==> src/rtl/mem_arbiter.sv <==
// Two-port round-robin arbiter in front of the single cons/contents memory unit.
// Port 0 is the eval unit, port 1 the host loader/REPL reader. Both see the
// same execute/ready pulse handshake that the memory unit presents.
module mem_arbiter #(
    parameter int unsigned ADDR_W  = 10,
    parameter int unsigned DATA_W  = 24,
    parameter int unsigned FUNC_W  = 2,
    parameter int unsigned TYPE_W  = 4,
    parameter int unsigned TIMEOUT = 255
) (
    input  logic              clk,
    input  logic              rst,
    input  logic              c0_execute,
    input  logic [FUNC_W-1:0] c0_func,
    input  logic [ADDR_W-1:0] c0_addr0,
    input  logic [ADDR_W-1:0] c0_addr1,
    input  logic [TYPE_W-1:0] c0_type_info,
    output logic              c0_ready,
    output logic [ADDR_W-1:0] c0_addr,
    output logic [DATA_W-1:0] c0_data,
    input  logic              c1_execute,
    input  logic [FUNC_W-1:0] c1_func,
    input  logic [ADDR_W-1:0] c1_addr0,
    input  logic [ADDR_W-1:0] c1_addr1,
    input  logic [TYPE_W-1:0] c1_type_info,
    output logic              c1_ready,
    output logic [ADDR_W-1:0] c1_addr,
    output logic [DATA_W-1:0] c1_data,
    output logic [FUNC_W-1:0] mem_func,
    output logic              mem_execute,
    output logic [ADDR_W-1:0] mem_addr0,
    output logic [ADDR_W-1:0] mem_addr1,
    output logic [TYPE_W-1:0] mem_type_info,
    input  logic              mem_ready,
    input  logic [ADDR_W-1:0] mem_addr,
    input  logic [DATA_W-1:0] mem_data,
    output logic              busy,
    output logic              grant_id,
    output logic              overflow,
    output logic              timeout
);

    localparam int unsigned CNT_W = 10;
    localparam logic [CNT_W-1:0] TO_LAST = CNT_W'(TIMEOUT - 1);

    typedef enum logic [1:0] {INIT, IDLE, WAIT, RESPOND} state_t;

    typedef struct packed {
        logic [FUNC_W-1:0] func;
        logic [ADDR_W-1:0] addr0;
        logic [ADDR_W-1:0] addr1;
        logic [TYPE_W-1:0] type_info;
    } req_t;

    state_t            state, state_n;
    req_t              req0, req1, sel_c;
    logic              pend0, pend1;
    logic              clr0_c, clr1_c;
    logic              pick_c;
    logic              last_grant, last_grant_n;
    logic [CNT_W-1:0]  cnt, cnt_n;

    logic              resp_c;
    logic [ADDR_W-1:0] resp_addr_c;
    logic [DATA_W-1:0] resp_data_c;

    logic              c0_ready_n, c1_ready_n;
    logic [ADDR_W-1:0] c0_addr_n, c1_addr_n;
    logic [DATA_W-1:0] c0_data_n, c1_data_n;
    logic [FUNC_W-1:0] mem_func_n;
    logic              mem_execute_n;
    logic [ADDR_W-1:0] mem_addr0_n, mem_addr1_n;
    logic [TYPE_W-1:0] mem_type_info_n;
    logic              grant_n, timeout_n;

    // Per-port request latch; a strobe while the port is pending or in flight is dropped.
    always_ff @(posedge clk or posedge rst) begin
        if (rst) begin
            pend0    <= 1'b0;
            pend1    <= 1'b0;
            req0     <= '0;
            req1     <= '0;
            overflow <= 1'b0;
        end else begin
            if (clr0_c) pend0 <= 1'b0;
            if (clr1_c) pend1 <= 1'b0;
            if (c0_execute) begin
                if (pend0) begin
                    overflow <= 1'b1;
                end else begin
                    pend0 <= 1'b1;
                    req0  <= '{c0_func, c0_addr0, c0_addr1, c0_type_info};
                end
            end
            if (c1_execute) begin
                if (pend1) begin
                    overflow <= 1'b1;
                end else begin
                    pend1 <= 1'b1;
                    req1  <= '{c1_func, c1_addr0, c1_addr1, c1_type_info};
                end
            end
        end
    end

    // Next-state and next-output logic.
    always_comb begin
        state_n         = state;
        cnt_n           = cnt;
        last_grant_n    = last_grant;
        grant_n         = grant_id;
        timeout_n       = timeout;
        mem_execute_n   = 1'b0;
        mem_func_n      = '0;
        mem_addr0_n     = '0;
        mem_addr1_n     = '0;
        mem_type_info_n = '0;
        c0_ready_n      = 1'b0;
        c1_ready_n      = 1'b0;
        c0_addr_n       = c0_addr;
        c0_data_n       = c0_data;
        c1_addr_n       = c1_addr;
        c1_data_n       = c1_data;
        clr0_c          = 1'b0;
        clr1_c          = 1'b0;
        resp_c          = 1'b0;
        resp_addr_c     = '0;
        resp_data_c     = '0;
        // Sole pending port wins; on a tie the port that was not granted last.
        pick_c          = (pend0 && pend1) ? ~last_grant : pend1;
        sel_c           = pick_c ? req1 : req0;

        case (state)
            INIT: begin
                if (mem_ready) begin
                    c0_ready_n = 1'b1;
                    c1_ready_n = 1'b1;
                    c0_addr_n  = '0;
                    c0_data_n  = '0;
                    c1_addr_n  = '0;
                    c1_data_n  = '0;
                    state_n    = IDLE;
                end
            end
            IDLE: begin
                if (pend0 || pend1) begin
                    mem_execute_n   = 1'b1;
                    mem_func_n      = sel_c.func;
                    mem_addr0_n     = sel_c.addr0;
                    mem_addr1_n     = sel_c.addr1;
                    mem_type_info_n = sel_c.type_info;
                    grant_n         = pick_c;
                    last_grant_n    = pick_c;
                    cnt_n           = '0;
                    state_n         = WAIT;
                end
            end
            WAIT: begin
                // A ready seen while the strobe is still high is stale from before the issue.
                if (mem_ready && !mem_execute) begin
                    resp_c      = 1'b1;
                    resp_addr_c = mem_addr;
                    resp_data_c = mem_data;
                    state_n     = RESPOND;
                end else if (cnt == TO_LAST) begin
                    resp_c      = 1'b1;
                    resp_addr_c = '1;
                    resp_data_c = '0;
                    timeout_n   = 1'b1;
                    state_n     = RESPOND;
                end else begin
                    cnt_n = cnt + CNT_W'(1);
                end
            end
            RESPOND: begin
                state_n = IDLE;
            end
            default: begin
                state_n = INIT;
            end
        endcase

        if (resp_c) begin
            if (grant_id) begin
                c1_ready_n = 1'b1;
                c1_addr_n  = resp_addr_c;
                c1_data_n  = resp_data_c;
                clr1_c     = 1'b1;
            end else begin
                c0_ready_n = 1'b1;
                c0_addr_n  = resp_addr_c;
                c0_data_n  = resp_data_c;
                clr0_c     = 1'b1;
            end
        end
    end

    // State and registered outputs.
    always_ff @(posedge clk or posedge rst) begin
        if (rst) begin
            state         <= INIT;
            cnt           <= '0;
            last_grant    <= 1'b1;
            grant_id      <= 1'b0;
            timeout       <= 1'b0;
            busy          <= 1'b0;
            mem_execute   <= 1'b0;
            mem_func      <= '0;
            mem_addr0     <= '0;
            mem_addr1     <= '0;
            mem_type_info <= '0;
            c0_ready      <= 1'b0;
            c1_ready      <= 1'b0;
            c0_addr       <= '0;
            c0_data       <= '0;
            c1_addr       <= '0;
            c1_data       <= '0;
        end else begin
            state         <= state_n;
            cnt           <= cnt_n;
            last_grant    <= last_grant_n;
            grant_id      <= grant_n;
            timeout       <= timeout_n;
            busy          <= (state_n == WAIT) || (state_n == RESPOND);
            mem_execute   <= mem_execute_n;
            mem_func      <= mem_func_n;
            mem_addr0     <= mem_addr0_n;
            mem_addr1     <= mem_addr1_n;
            mem_type_info <= mem_type_info_n;
            c0_ready      <= c0_ready_n;
            c1_ready      <= c1_ready_n;
            c0_addr       <= c0_addr_n;
            c0_data       <= c0_data_n;
            c1_addr       <= c1_addr_n;
            c1_data       <= c1_data_n;
        end
    end

endmodule

==> config.mk <==
export PLATFORM = sky130hd
export DESIGN_NAME = mem_arbiter
export DESIGN_NICKNAME = d
export VERILOG_FILES = /design/src/rtl/mem_arbiter.sv
export SDC_FILE = /design/constraint.sdc
export NUM_CORES = 1
export LEC_CHECK = 0
export ABC_AREA = 1
export CAP_MARGIN = 40
export CORE_MARGIN = 2
export CORE_UTILIZATION = 35
export CTS_CLUSTER_DIAMETER = 30
export DETAILED_ROUTE_END_ITERATION = 8
export GPL_ROUTABILITY_DRIVEN = 0
export SYNTH_ARGS = -nofsm -noshare
export SYNTH_HDL_FRONTEND = slang
export SYNTH_SLANG_ARGS = --single-unit
==> constraint.sdc <==
create_clock -name clk -period 9.4 [get_ports clk]
set_input_delay 1.41 -clock clk [delete_from_list [all_inputs] [get_ports clk]]
set_output_delay 1.41 -clock clk [all_outputs]
set_load 0.005 [all_outputs]
# Word-level counts from Yosys, hierarchy flattened
# Index checks and enable logic that the tools add are counted.
dict set report word_totals {
  register_bits 168
  input_bits 91
  wordCells 119
  output_inout_bits 101
}
dict set report op_classes {
  eq_ne 9
  n_reduce_logical 12
  add_sub_neg 1
  bitwise_logic 4
  mux 65
}
# operator count
set ops {}
lappend ops {{24-bit two-way mux} 10}
lappend ops {{10-bit two-way mux} 18}
lappend ops {{1-bit two-way mux} 26}
lappend ops {{26-bit two-way mux} 1}
lappend ops {{10-bit case mux with 2 select lines} 1}
lappend ops {{2-bit two-way mux} 6}
lappend ops {{10-bit by 1-bit adder with 10-bit output, second input constant} 1}
lappend ops {{10-bit by 8-bit equality test with 1-bit output, second input constant} 1}
lappend ops {{2-bit equality test, second input constant} 4}
lappend ops {{4-bit two-way mux} 2}
lappend ops {{2-bit case mux with 4 select lines} 1}
lappend ops {{2-bit != test, second input constant} 3}
lappend ops {{2-bit AND reduction} 3}
lappend ops {{1-bit inverter} 4}
lappend ops {{4-bit AND reduction} 1}
lappend ops {{3-bit AND reduction} 1}
lappend ops {{2-bit by 1-bit equality test with 1-bit output, second input constant} 1}
lappend ops {{1-bit logical AND} 2}
lappend ops {{2-bit zero test} 1}
lappend ops {{1-bit logical OR} 2}
lappend ops {{2-bit nonzero test} 1}
lappend ops {{1-bit zero test} 1}

# Depth between registers and ports, before layout
# Gate-level depths: netlist of the first run.
dict set report logic_depth {
  ltp_word 8
  depth_mapped 10
}

# Worst setup path before layout of the first run
# Ideal clock, no wire load.
dict set report synth_path {
  kind {input to register}
  startpoint {input c0_execute}
  endpoint {register req0[10] (netlist name)}
  stages 3
  t_arrival_ns 2.207
  setup_time_ns 0.125
  slack_ns 7.068
  cell_sequence {nand2_1 -> buf_2 -> mux2_2}
}
dict set report synth_between {
  elab_chain_len 1
}
# element line
set synth_lines {}
lappend synth_lines {{start: declaration} 13} ;# input logic c0_execute,
lappend synth_lines {{2-bit AND reduction (no line)} -}
lappend synth_lines {{end signal: assignment} 92} ;# req0 <= '{c0_func, c0_addr0, c0_addr1, c0_type_info};
lappend synth_lines {{end: declaration} 56} ;# req_t req0, req1, sel_c;
# No other way between the ends.
# A chain may end at the register's enable or synchronous reset.

# Final worst setup path of the first run
dict set report layout_path {
  startpoint {register grant_id}
  endpoint {output grant_id}
}
# element line
set layout_rtl {}
lappend layout_rtl {{start: declaration} 38} ;# output logic grant_id,
lappend layout_rtl {{start signal: assignment} 222} ;# grant_id <= grant_n;
# No word-level cell between the ends.

==> flow_metrics.py, run 1 <==
metrics = {
    "cts": {
        "cts-root-buf": "clkbuf_16",
        "clkTransAtPathRegs_ns": 0.06,
        "post_cts.repair.setup_buffers": 0,
        "cts_sinks": 168,
        "worstSkewPairLatency_ns": 0.42,
        "cts.repair.resized": 0,
        "cts_made_buffers": 17,
        "cts_tree": "built",
        "cts_buffer_depth": 2,
        "cts_max_level": 4,
        "hold_buffers": 0,
    },
    "floorplan": {
        "core_um2": 20360,
        "design.die.area_um2": 22000,
        "start_util_pct": 35.81,
        "dieWidth_um": 148.3,
        "die-height_um": 148.3,
        "core.rowCount": 52,
        "io_pins": 192,
    },
    "global_route": {
        "antenna_found_initial": 0,
        "grtUsageTotal_pct": 17.33,
        "grt_pass1_vias": 5626,
        "grt_max_degree": 60,
        "grt_pass1_wl_mm": 29.95,
        "grt_overflow": 0,
    },
    "run_status": {
        "outcome": "complete, no violations",
    },
    "power_and_ir_drop": {
        "cellPowerDensity_nw_per_um2": 319.6,
        "max-vdd-ir-drop_v": 0.0001393,
        "leakage_nw": 4.631,
    },
    "run": {
        "max-cap-violations": 0,
    },
    "finish": {
        "final_nets": 971,
        "drive_above_1_share_pct": 19.53,
        "fin_cells": 1161,
        "most-common-layout-cells": "clkdlybuf4s50_1, dfrtp_1, nand2_1",
        "num_antenna_cells": 0,
        "final_common_cell": "clkdlybuf4s50_1",
        "area_delta_synth_final_pct": 38.37,
        "fin_util_pct": 49.55,
        "design_area_um2": 10090,
    },
    "placement": {
        "io_buffer_count": 191,
        "dpl-instance-area_um2": 9495,
        "place_hpwl_mm": 12.26,
        "dpl.cell_count": 1129,
    },
    "critical_path": {
        "path_cells": "buf_4 > clkdlybuf4s50_1",
        "critPathMaxFanout": 35,
        "worst-path-buf-inv": 2,
        "path_delay_family": "buffers and inverters",
        "crit_path_start_kind": "register",
        "crit_required_ns": 7.99,
        "cp_data_arrival_time_ns": 1.73,
        "end_kind": "output pin",
        "slowest_delay_ns": 0.60,
        "crit_type": "reg -> out",
        "slowest_stage": "clkdlybuf4s50_1",
    },
    "yosys": {
        "synth.avg_cell_area_um2": 10.46,
        "syn_inst": 697,
        "yosys_warnings": 0,
        "ys_seq_area_share_pct": 57.67,
        "ys_seq_elements": 168,
        "synth.distinct_cells": 31,
        "syn_nets": 790,
        "netlist_area_um2": 7292,
    },
    "detailed_routing": {
        "drtPass1Iterations": 4,
        "vias_per_cell": 4.695,
        "num_vias": 5451,
        "initialDrtViolationCount": 168,
        "drc_errors": 0,
        "routedWlPerCell_um": 15.82,
        "wirelength_mm": 18.37,
        "final_antenna_net_count": 0,
    },
    "timing": {
        "setup_viol": 0,
        "tns_ns": 0,
        "post-route-period-util_pct": 33.39,
        "clock.fmax_ghz": 0.3186,
        "tightest_slew_ns": 0.6883,
        "slew_headroom_pct": 54.11,
        "timing.final.crit_period_ns": 3.139,
        "final-max-slew-violation-count": 0,
        "rsz0062_at_grt": "false",
        "fin_worst_skew_ns": 0.009401,
        "hold_violations": 0,
    },
    "worst_hold_path": {
        "hold_path_class": "reg -> reg",
    },
}
registers in the layout, indices dropped and copies added (netlist names), 2 cells and up:
name           flops
req0              26
req1              26
c0_data           24
c1_data           24
c0_addr           10
c1_addr           10
cnt               10
mem_addr0         10
mem_addr1         10
mem_type_info      4
mem_func           2
state              2
layer usage:
layer	part of all wire (%)	wire length (µm)	track usage, %
met2	46	8460	27.50
met3	7.0	1289	5.307
met4	1.1	204	5.048
met5	0	0	0
met1	46	8415	23.03
per-stage QoR:
stage | setup WS, ns | power [W] | hold slack [ns]
floorplan | 3.445 | 0.001899 | 0.4421
global route | 6.192 | 0.003464 | 0.5065
CTS | 6.226 | 0.003283 | 0.4694
finish | 6.261 | 0.003224 | 0.4664
detailed placement | 6.114 | 0.002565 | 0.4607
global placement | 5.770 | 0.002534 | 0.4579
report_power, final:
part | internal (W) | switching [W]
registers | 0.00106 | 0.000192
clock network | 0.000401 | 0.000305
logic | 0.000659 | 0.000611
total | 0.00212 | 0.00111
synthesized netlist by cell type:
master | count | area (µm²)
nand3_1 | 82 | 410.4
xnor2_1 | 1 | 8.760
clkinv_1 | 2 | 7.510
xor2_1 | 3 | 26.28
inv_1 | 15 | 56.30
dfstp_2 | 1 | 26.28
buf_4 | 2 | 15.01
buf_2 | 18 | 90.09
o21bai_1 | 1 | 7.510
ha_1 | 2 | 25.02
nand3_2 | 56 | 560.5
inv_2 | 6 | 22.52
nand2_4 | 1 | 11.26
dfrtp_1 | 167 | 4179
nand2_1 | 152 | 570.6
a21oi_1 | 2 | 10.01
nand2_2 | 5 | 31.28
nor2_2 | 2 | 12.51
o22ai_1 | 1 | 6.260
a221o_1 | 1 | 10.01
mux2_2 | 52 | 585.6
o21ai_1 | 18 | 90.09
o21ai_0 | 10 | 50.05
nand4_1 | 3 | 18.77
nor2_4 | 1 | 11.26
buf_6 | 6 | 67.56
nand4_2 | 1 | 12.51
or2_2 | 2 | 12.51
clkbuf_1 | 13 | 48.80
nand3_4 | 3 | 52.55
nor2_1 | 68 | 255.2
worst paths after layout:
path,start,end,slack (ns),depth (start not counted)
min reg2reg,last_grant,last_grant,0.47,2
max,grant_id,grant_id,6.26,2
max in group asynchronous,rst,c1_addr[1],7.01,4
max reg2reg,grant_id,c0_data[1],7.07,5
min,last_grant,last_grant,0.47,2
min in group asynchronous,rst,c0_data[8],1.36,2
logic make-up after synthesis:
group | count (synthesis) | share of synthesized area [%]
flops | 168 | 57.67
fa+ha+maj | 2 | 0.3431
compound gates | 33 | 2.385
simple gates | 376 | 26.87
mux | 52 | 8.030
buf+inv | 62 | 4.221
xor+xnor | 4 | 0.4805
worst min-delay path, cell delays in order (launching register included):
cell and delay (ns):
dfstp_2 0.37, nand2_1 0.05, nand2_1 0.05
layout make-up:
class,instances,area (µm²)
Sequential cell,168,4205
Clock buffer,19,432.9
Multi-Input combinational cell,467,2801
Tap cell,270,337.8
Inverter,23,91.34
Clock inverter,13,161.4
Timing Repair Buffer,201,2059
Fill cell,1950,10270
No activity file was read; power rests on OpenSTA's default activity.
==> run 2, diff against run 1 <==
clock period = 2.9 ns   (was 9.4 ns; I/O delays follow)
==> flow_metrics.py, run 2 (synthesized netlist as in run 1, its figures left out) <==
metrics = {
    "run_status": {
        "outcome": "complete, no violations",
    },
    "floorplan": {
        "dieWidth_um": 148.3,
        "design.die.area_um2": 22000,
        "io_pins": 192,
        "core.rowCount": 52,
        "die-height_um": 148.3,
        "core_um2": 20360,
        "start_util_pct": 35.81,
    },
    "critical_path": {
        "reg2regPathDepth": 9,
        "path_depth": 9,
        "cp_data_arrival_time_ns": 2.40,
        "crit_required_ns": 3.19,
        "slowest_delay_ns": 0.49,
        "critPathMaxFanout": 37,
        "worst-path-buf-inv": 2,
        "slowest_stage": "nand3_4",
        "path_delay_family": "simple AND/OR/NAND/NOR gates",
        "crit_path_start_kind": "register",
        "path_cells": "inv_1 > ha_1 > inv_1 > nor2_2 > nand3_4 > nand2_4 > nand3_4 > nand3_1 > nand2_1",
        "crit_type": "reg -> reg",
        "end_kind": "register",
        "reg2reg_setup_slack_ns": 0.79,
    },
    "detailed_routing": {
        "num_vias": 5490,
        "drtPass1Iterations": 4,
        "routedWlPerCell_um": 15.86,
        "final_antenna_net_count": 0,
        "vias_per_cell": 4.712,
        "wirelength_mm": 18.48,
        "drc_errors": 0,
        "initialDrtViolationCount": 205,
    },
    "cts": {
        "hold_buffers": 0,
        "worstSkewPairLatency_ns": 0.42,
        "cts_made_buffers": 17,
        "clkTransAtPathRegs_ns": 0.07,
        "cts_buffer_depth": 2,
        "cts_tree": "built",
        "cts_sinks": 168,
        "post_cts.repair.setup_buffers": 0,
        "cts-root-buf": "clkbuf_16",
        "cts_max_level": 4,
        "cts.repair.resized": 0,
    },
    "finish": {
        "largestRegisters": "req0: 26 flops, req1: 26 flops",
        "most-common-layout-cells": "clkdlybuf4s50_1, dfrtp_1, nand2_1",
        "final_nets": 976,
        "seqCellArea_um2": 4205,
        "area_delta_synth_final_pct": 38.09,
        "num_antenna_cells": 0,
        "multi_input_area_um2": 2801,
        "drive_above_1_share_pct": 20.00,
        "fillers": 1884,
        "fin_util_pct": 49.45,
        "final_common_cell": "clkdlybuf4s50_1",
    },
    "timing": {
        "tns_ns": 0,
        "final-max-slew-violation-count": 0,
        "setup_viol": 0,
        "tightest_slew_ns": 0.6540,
        "clock.fmax_ghz": 0.4745,
        "slew_headroom_pct": 56.40,
        "fin_worst_skew_ns": 0.01045,
        "hold_violations": 0,
        "rsz0062_at_grt": "false",
        "post-route-period-util_pct": 72.67,
        "timing.final.crit_period_ns": 2.107,
        "fin_ws_ns": 0.7927,
    },
    "power_and_ir_drop": {
        "cellPowerDensity_nw_per_um2": 1037,
        "leakage_nw": 4.616,
        "max-vdd-ir-drop_v": 0.0005509,
    },
    "global_route": {
        "grt_pass1_wl_mm": 29.72,
        "antenna_found_initial": 2,
        "grt_pass1_vias": 5550,
        "grtUsageTotal_pct": 17.21,
        "grt_overflow": 0,
        "grt_max_degree": 83,
    },
    "placement": {
        "dp_slack_ns": 0.6232,
        "place_hpwl_mm": 12.03,
        "io_buffer_count": 191,
    },
    "worst_hold_path": {
        "hold_path_class": "in -> async",
    },
    "run": {
        "max-cap-violations": 0,
    },
}
run 2: cell types whose count changed in the layout (fill, tap and decap cells not counted), sizes merged:
cell	delta
clkbuf	-1
clkinv	-3
clkinvlp	+5
inv	-2
buf	+5
run 2: worst paths after layout:
check / startpoint / to
setup / recovery: cnt[0] / c0_data[2]
hold / removal: rst / mem_addr0[3]
setup reg to reg: cnt[0] / c0_data[2]
hold reg to reg: last_grant / last_grant
max in group asynchronous: rst / mem_addr0[7]
min in group clk: last_grant / last_grant
run 2: layout make-up:
cell class,instances,area share (%)
clock buffer,18,4.262
clock inverter,13,1.429
inverter,23,0.8946
multi-input combinational,467,27.82
sequential,168,41.76
tap,270,3.355
timing repair buffer,206,20.48
run 2: power breakdown:
group	internal, W	switching [W]
clock network	0.00127	0.000949
logic	0.00216	0.00200
registers	0.00343	0.000642
total	0.00686	0.00359
run 2: through the flow:
step	power, W	instances	hold slack [ns]	instance area [µm²]
finish	0.01044	1165	0.3613	10070
global route	0.01118	1165	0.3757	10070
CTS	0.01062	1165	0.3530	10070
detailed placement	0.008340	1134	0.4627	9497
global placement	0.008283	1134	0.4585	9497
floorplan	0.006157	697	0.4421	7296
run 2: metal layers:
metal | share of wire, % | GRT usage [%] | vias to the layer above
li1 | - | - | 2677
met1 | 46 | 22.87 | 2616
met2 | 44 | 26.48 | 172
met3 | 8.3 | 6.227 | 21
met4 | 1.4 | 5.190 | 4
met5 | 0.15 | 0 | -
run 2: worst register-to-register path: stages (launching register included):
cell and delay [ns]:
dfrtp_1 0.44, inv_1 0.13, ha_1 0.15, inv_1 0.04, nor2_2 0.19, nand3_4 0.12, nand2_4 0.10, nand3_4 0.49
nand3_1 0.25, nand2_1 0.06
